File: src/rtl/force_ctrl.sv
// force_ctrl -- per-bit override controller for a functional signal.
//
// Overrides selected bits of func_in with a stored value, either indefinitely
// (FORCE) or for a programmed number of cycles (FORCE_TIMED). Bits can be
// handed back to the functional source with RELEASE. Commands take effect in
// sig_out on the cycle after they are accepted.
//
// Ports
//   clk         : clock, all state updates on the rising edge
//   rst         : synchronous active-high reset
//   func_in     : functional value of the controlled signal
//   cmd_valid   : command present this cycle
//   cmd_ready   : command accepted when cmd_valid && cmd_ready (low in reset)
//   cmd_op      : 00 NOP, 01 FORCE, 10 RELEASE, 11 FORCE_TIMED
//   cmd_value   : override value for FORCE / FORCE_TIMED
//   cmd_mask    : bits affected by the command (1 = affected)
//   cmd_cycles  : hold duration for FORCE_TIMED (0 behaves as 1)
//   sig_out     : effective signal, forced value on forced bits else func_in
//   force_mask  : currently forced bits
//   forced      : high when any bit is forced
//   done        : one-cycle pulse when a timed force expires
module force_ctrl #(
  parameter int WIDTH = 4,
  parameter int CW    = 8
) (
  input  logic             clk,
  input  logic             rst,
  input  logic [WIDTH-1:0] func_in,
  input  logic             cmd_valid,
  output logic             cmd_ready,
  input  logic [1:0]       cmd_op,
  input  logic [WIDTH-1:0] cmd_value,
  input  logic [WIDTH-1:0] cmd_mask,
  input  logic [CW-1:0]    cmd_cycles,
  output logic [WIDTH-1:0] sig_out,
  output logic [WIDTH-1:0] force_mask,
  output logic             forced,
  output logic             done
);

  typedef enum logic [1:0] {
    S_IDLE  = 2'd0,
    S_HELD  = 2'd1,
    S_TIMED = 2'd2
  } state_e;

  localparam logic [1:0] OP_NOP   = 2'b00;
  localparam logic [1:0] OP_FORCE = 2'b01;
  localparam logic [1:0] OP_REL   = 2'b10;
  localparam logic [1:0] OP_FT    = 2'b11;

  state_e           state_q, state_d;
  logic [WIDTH-1:0] mask_q, mask_d;
  logic [WIDTH-1:0] fval_q, fval_d;
  logic [CW-1:0]    timer_q, timer_d;
  logic             done_q, done_d;

  logic             cmd_eff;
  logic             expire;
  logic [WIDTH-1:0] rel_mask;
  logic [WIDTH-1:0] frc_mask;
  logic [WIDTH-1:0] frc_fval;

  // State register
  always_ff @(posedge clk) begin
    if (rst) begin
      state_q <= S_IDLE;
      mask_q  <= '0;
      fval_q  <= '0;
      timer_q <= '0;
      done_q  <= 1'b0;
    end else begin
      state_q <= state_d;
      mask_q  <= mask_d;
      fval_q  <= fval_d;
      timer_q <= timer_d;
      done_q  <= done_d;
    end
  end

  // Next-state logic
  always_comb begin
    state_d  = state_q;
    mask_d   = mask_q;
    fval_d   = fval_q;
    timer_d  = timer_q;
    done_d   = 1'b0;

    // A command with an empty mask (or a NOP) is a no-op and must not
    // disturb a running timer, so only "effective" commands interact with it.
    cmd_eff  = cmd_valid && !rst && (cmd_op != OP_NOP) && (cmd_mask != '0);
    expire   = (state_q == S_TIMED) && (timer_q == CW'(1));
    rel_mask = mask_q & ~cmd_mask;
    frc_mask = mask_q | cmd_mask;
    frc_fval = (fval_q & ~cmd_mask) | (cmd_value & cmd_mask);

    if (cmd_eff) begin
      case (cmd_op)
        OP_FORCE: begin
          // Forcing cancels any timer: every forced bit becomes held.
          mask_d  = frc_mask;
          fval_d  = frc_fval;
          timer_d = '0;
          state_d = S_HELD;
        end
        OP_FT: begin
          mask_d  = frc_mask;
          fval_d  = frc_fval;
          timer_d = (cmd_cycles == '0) ? CW'(1) : cmd_cycles;
          state_d = S_TIMED;
        end
        default: begin
          if (expire) begin
            // Release racing the expiry: expiry still completes and reports.
            mask_d  = '0;
            timer_d = '0;
            state_d = S_IDLE;
            done_d  = 1'b1;
          end else begin
            mask_d = rel_mask;
            if (rel_mask == '0) begin
              timer_d = '0;
              state_d = S_IDLE;
            end else if (state_q == S_TIMED) begin
              timer_d = timer_q - CW'(1);
            end else begin
              state_d = S_HELD;
            end
          end
        end
      endcase
    end else if (state_q == S_TIMED) begin
      if (expire) begin
        mask_d  = '0;
        timer_d = '0;
        state_d = S_IDLE;
        done_d  = 1'b1;
      end else begin
        timer_d = timer_q - CW'(1);
      end
    end
  end

  // Output logic
  always_comb begin
    cmd_ready  = !rst;
    force_mask = mask_q;
    forced     = |mask_q;
    done       = done_q;
    sig_out    = (func_in & ~mask_q) | (fval_q & mask_q);
  end

endmodule

File: config.mk
export PLATFORM = sky130hd
export DESIGN_NAME = force_ctrl
export DESIGN_NICKNAME = d
export VERILOG_FILES = /design/src/rtl/force_ctrl.sv
export SDC_FILE = /design/constraint.sdc
export NUM_CORES = 1
export LEC_CHECK = 0
export ABC_AREA = 1
export BUFFER_PORTS_ARGS = -buffer_cell sky130_fd_sc_hd__buf_2
export CAP_MARGIN = 20
export CORE_MARGIN = 4
export CORE_UTILIZATION = 48
export CTS_CLUSTER_DIAMETER = 50
export DETAILED_ROUTE_END_ITERATION = 8
export PLACE_DENSITY = 0.74
export SYNTH_ARGS = -nofsm -noshare
export SYNTH_HDL_FRONTEND = slang
export SYNTH_SLANG_ARGS = --single-unit
File: constraint.sdc
create_clock -name clk -period 2.6 [get_ports clk]
set_input_delay 0.52 -clock clk [delete_from_list [all_inputs] [get_ports clk]]
set_output_delay 0.52 -clock clk [all_outputs]
set_load 0.02 [all_outputs]
==> flow_summary.json <==
{
  "drt-total-wl_um": 2980,
  "slowest_delay_ns": 0.24,
  "cp.arrival_ns": 1.13,
  "dr.first_iter.drc_count": 38,
  "via_count": 1330,
  "fmax_ghz": 0.605,
  "outcome": "finished clean",
  "grt_use_total_pct": 17.1,
  "setup_tns_ns": 0,
  "cp.required_ns": 2.08,
  "clockRootBuffer": "clkbuf_4",
  "cts-buffers-inserted": 3,
  "ys_seq_area_share_pct": 27.7,
  "rows": 19,
  "drv_cap": 0,
  "portBuffers": 35,
  "syn2layout_area_growth_pct": 16.5,
  "power_density_nw_per_um2": 435,
  "fin_crit_sh_pct": 63.6,
  "crit_top_cell": "buf_2",
  "final_util_pct": 58.5,
  "hold_viol_final": 0,
  "routedWlPerCell_um": 10.6,
  "io_pins": 36,
  "firstDrtPassIters": 5,
  "holdCritPathClass": "reg -> reg",
  "clk_latency_ns": 0.30,
  "avgSynthCellArea_um2": 6.44,
  "die_area_um2": 3780,
  "worstMarginPinSlew_ns": 0.493,
  "cts_setup_buffers": 0,
  "antenna_found_initial": 0,
  "fin_skew_ns": 0.00265,
  "ctsHtreeMaxLevel": 1,
  "diodes": 0,
  "ys_ff_latch": 19,
  "grt_overflow": 0,
  "synth_warnings": 0,
  "core_region_area_um2": 2730,
  "die_y_um": 61.5,
  "path_cells": "buf_2, inv_2, buf_2",
  "gp_congestion": 0.856,
  "ys_types": 23,
  "rsz0062_at_grt": "false",
  "drtAntennaViolNets": 0,
  "viasPerCell": 4.73,
  "grt_max_degree": 16,
  "critPathLaunchType": "input pin",
  "slowest_stage": "inv_2",
  "synth_area_um2": 1370,
  "cts_tree": "yes",
  "syn_nets": 240,
  "synth_area_leaders": "dfxtp_1, nand2_1, inv_1",
  "path_max_fanout": 15,
  "grt_pass1_wl_um": 4950,
  "slew_viol_final": 0,
  "synth.largest_area_cell": "dfxtp_1",
  "syn-instance-count": 213,
  "final_net_count": 278,
  "hold_ws_ns": 0.454,
  "dp_hpwl_um": 2380,
  "synth_top_area_share_pct": 27.7,
  "die_w_um": 61.5,
  "leakage_nw": 0.826,
  "ctsResizeCount": 0,
  "worstSetupEndpointType": "primary output",
  "slew_headroom_pct": 67.0,
  "critical_path_class": "in -> out",
  "drc_errors": 0,
  "cts.clk_slew.worst_paths_ns": 0.11,
  "grt_pass1_vias": 1150,
  "clock-sinks": 19,
  "setup_viol": 0,
  "hold_buffers": 0,
  "drive_above_1_share_pct": 27.2,
  "layout_min_cycle_time_ns": 1.65,
  "start_util_pct": 50.2,
  "clockBufferDepth": 2,
  "peakVddDrop_mv": 0.307
}
where the power goes:
| part | total (mW) | internal (mW) | switching (mW) |
|---|---|---|---|
| registers | 0.320 | 0.308 | 0.0119 |
| clock network | 0.154 | 0.0574 | 0.0971 |
| logic | 0.221 | 0.0840 | 0.137 |
| total | 0.695 | 0.449 | 0.246 |
Yosys cell counts:
| cell type | n |
|---|---|
| nand2_1 | 61 |
| inv_1 | 33 |
| nor2_1 | 21 |
| dfxtp_1 | 19 |
| nand3_1 | 13 |
| a21oi_1 | 11 |
| nor2_2 | 11 |
| o21ai_0 | 11 |
| a21oi_2 | 8 |
| xor2_1 | 6 |
| nand4_1 | 4 |
| ha_1 | 2 |
| inv_2 | 2 |
| nand2_4 | 2 |
| a21boi_4 | 1 |
| buf_6 | 1 |
| clkbuf_1 | 1 |
| inv_4 | 1 |
| nand2_8 | 1 |
| nor2_4 | 1 |
| nor2_8 | 1 |
| nor4_1 | 1 |
| o21ai_4 | 1 |
final timing paths:
path / cells past startpoint / slack (ns) / from / end
min: 2 / 0.45 / flip-flop / flip-flop
min reg2reg: 2 / 0.45 / flip-flop / flip-flop
max: 3 / 0.95 / rst / cmd_ready
max reg2reg: 8 / 1.02 / state_q[1] / timer_q[0]
final cells by class:
type	count	area, µm²
fill	267	1130
multi-input combinational	156	840
sequential	19	380
timing repair buffer	35	175
inverter	36	138
tap	31	38.8
clock buffer	3	22.5
clock inverter	1	5.00
metrics by stage:
stage,setup WS (ns),power (mW),instances,cell area (µm²)
floorplan,1.02,0.494,213,1370
global placement,0.764,0.545,277,1570
detailed placement,0.735,0.547,277,1570
CTS,0.954,0.701,281,1600
global route,0.879,0.744,281,1600
finish,0.946,0.695,281,1600
logic make-up after synthesis:
kind of cell | after synthesis | synth area share [%]
AND/OR/NAND/NOR | 116 | 39.8
buffers and inverters | 38 | 11.1
AO/OA/AOI/OAI | 32 | 15.7
flip-flops | 19 | 27.7
XOR/XNOR | 6 | 3.83
adder cells (fa/ha/maj) | 2 | 1.82
per-layer routing:
layer,track usage [%],wire (µm),share of wire (%)
met2,26.0,1230,41
met5,0,0,0
met1,25.5,1520,51
met4,4.55,37,1.2
met3,1.89,194,6.5
worst max-delay path, delay by kind of cell:
family | cells | cell delay (ns)
buf+inv | 3 | 0.61
cell usage in the layout (no fill, tap or decap), types with 2 or more instances in the layout:
| cell type | netlist | layout |
|---|---|---|
| nor2_1 | 21 | 21 |
| o21ai_0 | 11 | 11 |
| nand2_4 | 2 | 2 |
| nand4_1 | 4 | 4 |
| inv_2 | 2 | 2 |
| nand2_1 | 61 | 61 |
| a21oi_1 | 11 | 11 |
| nor2_2 | 11 | 11 |
| inv_1 | 33 | 33 |
| ha_1 | 2 | 2 |
| a21oi_2 | 8 | 8 |
| buf_2 | 0 | 35 |
| clkbuf_4 | 0 | 3 |
| nand3_1 | 13 | 13 |
| xor2_1 | 6 | 6 |
| dfxtp_1 | 19 | 19 |
(Power assumes the default switching activity.)
